[config.mk]
export PLATFORM = sky130hd
export DESIGN_NAME = ff_readback_ser_flat
export DESIGN_NICKNAME = d
export VERILOG_FILES = /design/src/rtl/ff_readback_pkg.sv /design/src/rtl/ff_readback_ser_if.sv /design/src/rtl/ff_readback_bitcnt.sv /design/src/rtl/ff_readback_ser.sv /design/src/flat_wrapper.sv
export SDC_FILE = /design/constraint.sdc
export NUM_CORES = 1
export LEC_CHECK = 0
export ABC_AREA = 0
export CORE_ASPECT_RATIO = 0.6
export CORE_MARGIN = 8
export CORE_UTILIZATION = 35
export DETAILED_ROUTE_END_ITERATION = 12
export PLACE_DENSITY = 0.64
export RECOVER_POWER = 25
export SKIP_LAST_GASP = 1
export SLEW_MARGIN = 30
export SYNTH_ARGS = -nofsm -noshare
export SYNTH_HDL_FRONTEND = slang
export SYNTH_SLANG_ARGS = --single-unit
export TNS_END_PERCENT = 100
[constraint.sdc]
create_clock -name clk -period 1.9 [get_ports clk]
set_input_delay 0.38 -clock clk [delete_from_list [all_inputs] [get_ports clk]]
set_output_delay 0.38 -clock clk [all_outputs]
set_load 0.03 [all_outputs]
[src/rtl/ff_readback_pkg.sv]
// Shared types and constants for the flop readback serializer.
package ff_readback_pkg;

  localparam int unsigned StateW       = 2;
  localparam int unsigned DefaultWidth = 32;

  typedef enum logic [StateW-1:0] {
    StIdle  = 2'd0,
    StShift = 2'd1,
    StPar   = 2'd2,
    StDone  = 2'd3
  } rb_state_e;

endpackage

[src/rtl/ff_readback_ser_if.sv]
// Capture request plus serial valid/ready link of the flop readback serializer.
interface ff_readback_ser_if #(
  parameter int unsigned WIDTH = ff_readback_pkg::DefaultWidth
);

  logic             cap_req;
  logic [WIDTH-1:0] cap_data;
  logic             cap_busy;
  logic             ser_valid;
  logic             ser_ready;
  logic             ser_data;
  logic             ser_last;
  logic             done;

  modport master (
    output cap_req,
    output cap_data,
    output ser_ready,
    input  cap_busy,
    input  ser_valid,
    input  ser_data,
    input  ser_last,
    input  done
  );

  modport slave (
    input  cap_req,
    input  cap_data,
    input  ser_ready,
    output cap_busy,
    output ser_valid,
    output ser_data,
    output ser_last,
    output done
  );

endinterface

[src/rtl/ff_readback_bitcnt.sv]
// Bit counter for the readback frame: cleared on capture, bumped per accepted bit.
module ff_readback_bitcnt #(
  parameter int unsigned Width = 32,
  parameter int unsigned CntW  = $clog2(Width + 1)
) (
  input  logic clk_i,
  input  logic rst_ni,
  input  logic clr_i,
  input  logic inc_i,
  output logic is_last_o
);

  logic [CntW-1:0] cnt_d, cnt_q;

  always_comb begin
    cnt_d = cnt_q;
    if (clr_i) begin
      cnt_d = '0;
    end else if (inc_i) begin
      cnt_d = cnt_q + CntW'(1);
    end
  end

  always_ff @(posedge clk_i or negedge rst_ni) begin
    if (!rst_ni) begin
      cnt_q <= '0;
    end else begin
      cnt_q <= cnt_d;
    end
  end

  assign is_last_o = (cnt_q == CntW'(Width - 1));

endmodule

[src/rtl/ff_readback_ser.sv]
// Snapshots a word of flop outputs and streams it LSB first over valid/ready.
// Define READBACK_PARITY_EN to append an even-parity bit after the data bits.
module ff_readback_ser
  import ff_readback_pkg::*;
#(
  parameter int unsigned WIDTH = DefaultWidth,
  localparam int unsigned CNT_W = $clog2(WIDTH + 1)
) (
  input logic               clk,
  input logic               R,
  ff_readback_ser_if.slave  bus
);

  rb_state_e        state_d, state_q;
  logic [WIDTH-1:0] shreg_d, shreg_q;
  logic             cnt_clr, cnt_inc, cnt_last;
  logic             ser_valid, ser_data, ser_last, done;
`ifdef READBACK_PARITY_EN
  logic             parity_d, parity_q;
`endif

  ff_readback_bitcnt #(
    .Width (WIDTH),
    .CntW  (CNT_W)
  ) u_bitcnt (
    .clk_i     (clk),
    .rst_ni    (R),
    .clr_i     (cnt_clr),
    .inc_i     (cnt_inc),
    .is_last_o (cnt_last)
  );

  always_comb begin
    state_d   = state_q;
    shreg_d   = shreg_q;
    cnt_clr   = 1'b0;
    cnt_inc   = 1'b0;
    ser_valid = 1'b0;
    ser_data  = 1'b0;
    ser_last  = 1'b0;
    done      = 1'b0;
`ifdef READBACK_PARITY_EN
    parity_d  = parity_q;
`endif
    unique case (state_q)
      StIdle: begin
        if (bus.cap_req) begin
          shreg_d = bus.cap_data;
          cnt_clr = 1'b1;
`ifdef READBACK_PARITY_EN
          parity_d = ^bus.cap_data;
`endif
          state_d = StShift;
        end
      end
      StShift: begin
        ser_valid = 1'b1;
        ser_data  = shreg_q[0];
`ifndef READBACK_PARITY_EN
        ser_last  = cnt_last;
`endif
        if (bus.ser_ready) begin
          shreg_d = shreg_q >> 1;
          cnt_inc = 1'b1;
          if (cnt_last) begin
`ifdef READBACK_PARITY_EN
            state_d = StPar;
`else
            state_d = StDone;
`endif
          end
        end
      end
`ifdef READBACK_PARITY_EN
      StPar: begin
        ser_valid = 1'b1;
        ser_data  = parity_q;
        ser_last  = 1'b1;
        if (bus.ser_ready) begin
          state_d = StDone;
        end
      end
`endif
      StDone: begin
        done    = 1'b1;
        state_d = StIdle;
      end
      default: state_d = StIdle;
    endcase
  end

  always_ff @(posedge clk or negedge R) begin
    if (!R) begin
      state_q  <= StIdle;
      shreg_q  <= '0;
`ifdef READBACK_PARITY_EN
      parity_q <= 1'b0;
`endif
    end else begin
      state_q  <= state_d;
      shreg_q  <= shreg_d;
`ifdef READBACK_PARITY_EN
      parity_q <= parity_d;
`endif
    end
  end

  // Outputs decode from state only, so an async reset zeroes them immediately.
  assign bus.cap_busy  = (state_q != StIdle);
  assign bus.ser_valid = ser_valid;
  assign bus.ser_data  = ser_data;
  assign bus.ser_last  = ser_last;
  assign bus.done      = done;

endmodule

[src/flat_wrapper.sv]
// flat-port wrapper written by rule: the top's interface ports become plain ports
module ff_readback_ser_flat import ff_readback_pkg::*;
#(
  parameter int unsigned WIDTH = DefaultWidth,
  localparam int unsigned CNT_W = $clog2(WIDTH + 1)
)
  (clk, R, bus_cap_req, bus_cap_data, bus_ser_ready, bus_cap_busy, bus_ser_valid, bus_ser_data, bus_ser_last, bus_done);
  ff_readback_ser_if #(.WIDTH(WIDTH)) bus_i ();
  input logic clk;
  input logic R;
  input wire logic [$bits(bus_i.cap_req)-1:0] bus_cap_req;
  input wire logic [$bits(bus_i.cap_data)-1:0] bus_cap_data;
  input wire logic [$bits(bus_i.ser_ready)-1:0] bus_ser_ready;
  output wire logic [$bits(bus_i.cap_busy)-1:0] bus_cap_busy;
  output wire logic [$bits(bus_i.ser_valid)-1:0] bus_ser_valid;
  output wire logic [$bits(bus_i.ser_data)-1:0] bus_ser_data;
  output wire logic [$bits(bus_i.ser_last)-1:0] bus_ser_last;
  output wire logic [$bits(bus_i.done)-1:0] bus_done;
  assign bus_i.cap_req = bus_cap_req;
  assign bus_i.cap_data = bus_cap_data;
  assign bus_i.ser_ready = bus_ser_ready;
  assign bus_cap_busy = bus_i.cap_busy;
  assign bus_ser_valid = bus_i.ser_valid;
  assign bus_ser_data = bus_i.ser_data;
  assign bus_ser_last = bus_i.ser_last;
  assign bus_done = bus_i.done;
  ff_readback_ser #(.WIDTH(WIDTH)) u_core (.clk(clk), .R(R), .bus(bus_i));
endmodule
==> flow_summary.yaml <==
synthesis:
  ys_seq_area_share_pct: 45.5
  synth_top_area_share_pct: 45.5
  yosysWarnings: 0
  synth_top_area_cell: "dfrtp_1"
  ys_seq_elements: 40
  syn_inst: 149
  syn_area_um2: 2200
  syn_area_per_cell_um2: 14.8
  syn_nets: 186
  synthDistinctLibCells: 29
  synth.area.top_cells: "dfrtp_1, mux2_4, mux2_2"
floorplanning:
  start_util_pct: 36.2
  core-area_um2: 6080
  die_x_um: 118
  io_pins: 41
  die_y_um: 77.4
  dieArea_um2: 9160
  row_count: 22
setup_path:
  crit_arrival_ns: 1.43
  critPathMaxStageDelay_ns: 0.44
  r2r_slack_ns: 0.11
  worstPathRequired_ns: 1.52
  cp-endpoint: "bus_ser_data"
  path_max_fanout: 22
  end_kind: "output pin"
  timing.rr.start: "u_core.state_q[0]"
  r2r_cells: 7
  crit_type: "reg -> out"
  cp-start-kind: "flop"
  r2r_end: "u_core.shreg_q[1]"
  cp_slowest_cell: "dfrtp_2"
  worstPathCellList: "nor2b_4 -> buf_12 -> and2_1 -> buf_4"
  critical_path.startpoint: "u_core.state_q[1]"
layout:
  fin_cells: 285
  diodes: 0
  areaGrowthSynthToFinish_pct: 30.5
  most-common-layout-cells: "mux2_4, dfrtp_1, clkdlybuf4s50_1"
  drive_above_1_share_pct: 45.3
  fin_nets: 237
  design_area_um2: 2870
  final_common_cell: "mux2_4"
clocking:
  cts_tree: "yes"
  clk_path_buf_depth: 2
  ctsHtreeMaxLevel: 2
  clk_pin_slew_ns: 0.08
  postCtsHoldBufs: 0
  cts_sinks: 40
  clk_latency_ns: 0.29
  cts_made_buffers: 5
  root_buffer: "clkbuf_8"
timing:
  worstMarginPinSlew_ns: 0.973
  hold_viol_final: 0
  fmax_mhz: 553
  rsz0062_at_grt: "no"
  setup_viol: 0
  fin_crit_ns: 1.81
  min_period_over_period_pct: 95.1
  slew_headroom_pct: 35.1
  finalHoldWorstSlack_ns: 0.320
  slew_viol_final: 0
  finalClockSkew_ns: 0.00540
  finalSetupTns_ns: 0
power:
  cellLeakagePower_nw: 1.41
  peakVddDrop_mv: 0.380
  p_per_area_nw_per_um2: 1120
routing:
  drt_iter0_markers: 81
  postRouteAntennaNets: 0
  num_vias: 1302
  drt_first_pass_iters: 4
  drc_errors: 0
  vias_per_cell: 4.57
  wire_per_inst_um: 15.0
  wl_um: 4260
placed_design:
  port_buffers: 40
  place_congestion: 0.781
  place_area_um2: 2740
  dpl.hpwl_um: 3020
  dp_cells: 274
global_routing:
  antenna_found_initial: 0
  grtUsageTotal_pct: 9.66
  grt_pass1_wl_um: 7080
  grt_max_degree: 41
  gr-total-overflow: 0
  grt_pass1_vias: 1421
run_status:
  status: "finished, final reports clean"
job:
  cap_violations: 0
worst_hold_path:
  hp-class: "in -> async"
-- area by class of cell --
type	instances	area, um^2
clock buffer	6	72.6
clock inverter	2	35.0
fill	548	3210
inverter	2	7.51
multi-input combinational	98	1130
sequential	40	1000
tap	84	105
timing repair buffer	53	518
-- flip-flops by register name, summed over array words and instances (netlist names) --
signal,flops
u_core.shreg_q,32
u_core.u_bitcnt.cnt_q,6
u_core.state_q,2
-- synthesized netlist by cell type, drive strengths merged --
master	number
nor3b	2
nor2	4
nand2b	1
buf	9
nand3	2
mux2	62
and2	2
o311ai	1
a21oi	2
o21ai	2
inv	2
mux2i	2
xor2	1
nor2b	1
nand3b	1
ha	1
nor4	3
or3b	1
o41ai	1
or3	1
nand2	6
dfrtp	40
o221a	1
or2	1
-- stage by stage --
stage	util [%]	worst slack [ns]	power (mW)
2_1_floorplan	-	0.0911	2.27
4_1_cts	46.8	0.0523	3.26
5_1_grt	47.2	0.00581	3.40
6_report	47.2	0.0927	3.21
3_5_place_dp	45.1	0.0231	2.55
3_3_place_gp	45.1	0.0714	2.53
-- routing by layer --
layer,vias to the layer above,global-route usage (%),wire length [um]
li1,636,-,-
met1,628,13.1,2230
met2,31,13.2,1760
met3,7,3.40,202
met4,0,4.96,74
met5,-,0,0
-- where the power goes --
part | switching (mW) | leakage [nW] | total, mW | internal, mW
sequential | 0.191 | 0.523 | 1.35 | 1.16
combinational | 0.364 | 0.832 | 1.18 | 0.820
clock | 0.292 | 0.0552 | 0.682 | 0.390
total | 0.847 | 1.41 | 3.21 | 2.37
-- kinds of logic after synthesis --
family	count (synthesis)	share of synthesized area, %
mux	64	40.7
flops	40	45.5
simple gates	25	6.48
buf+inv	11	4.15
compound gates	7	2.22
xor+xnor	1	0.398
fa+ha+maj	1	0.569
-- worst max-delay path: cells and delay by family (launching register included) --
family,cells,cell delay [ns]
AND/OR/NAND/NOR,2,0.32
buffers and inverters,2,0.37
flip-flops,1,0.44
-- worst min-delay path by stage --
stage / start / endpoint / slack (ns) / cells after the start
detailed placement: u_core.shreg_q[2] / u_core.shreg_q[2] / 0.47 / 1
global route: R / u_core.shreg_q[24] / 0.40 / 2
floorplan: R / u_core.shreg_q[0] / 0.08 / 0
global placement: u_core.shreg_q[0] / u_core.shreg_q[0] / 0.47 / 1
finish: R / u_core.shreg_q[31] / 0.32 / 2
CTS: R / u_core.state_q[0] / 0.16 / 2
-- what timing repair did --
item | CTS | global route
endpoints found under the setup margin | 2 | 2
resized for setup | 2 | 2
buffers inserted | 0 | 3
Power figures use the tool's default switching activity.
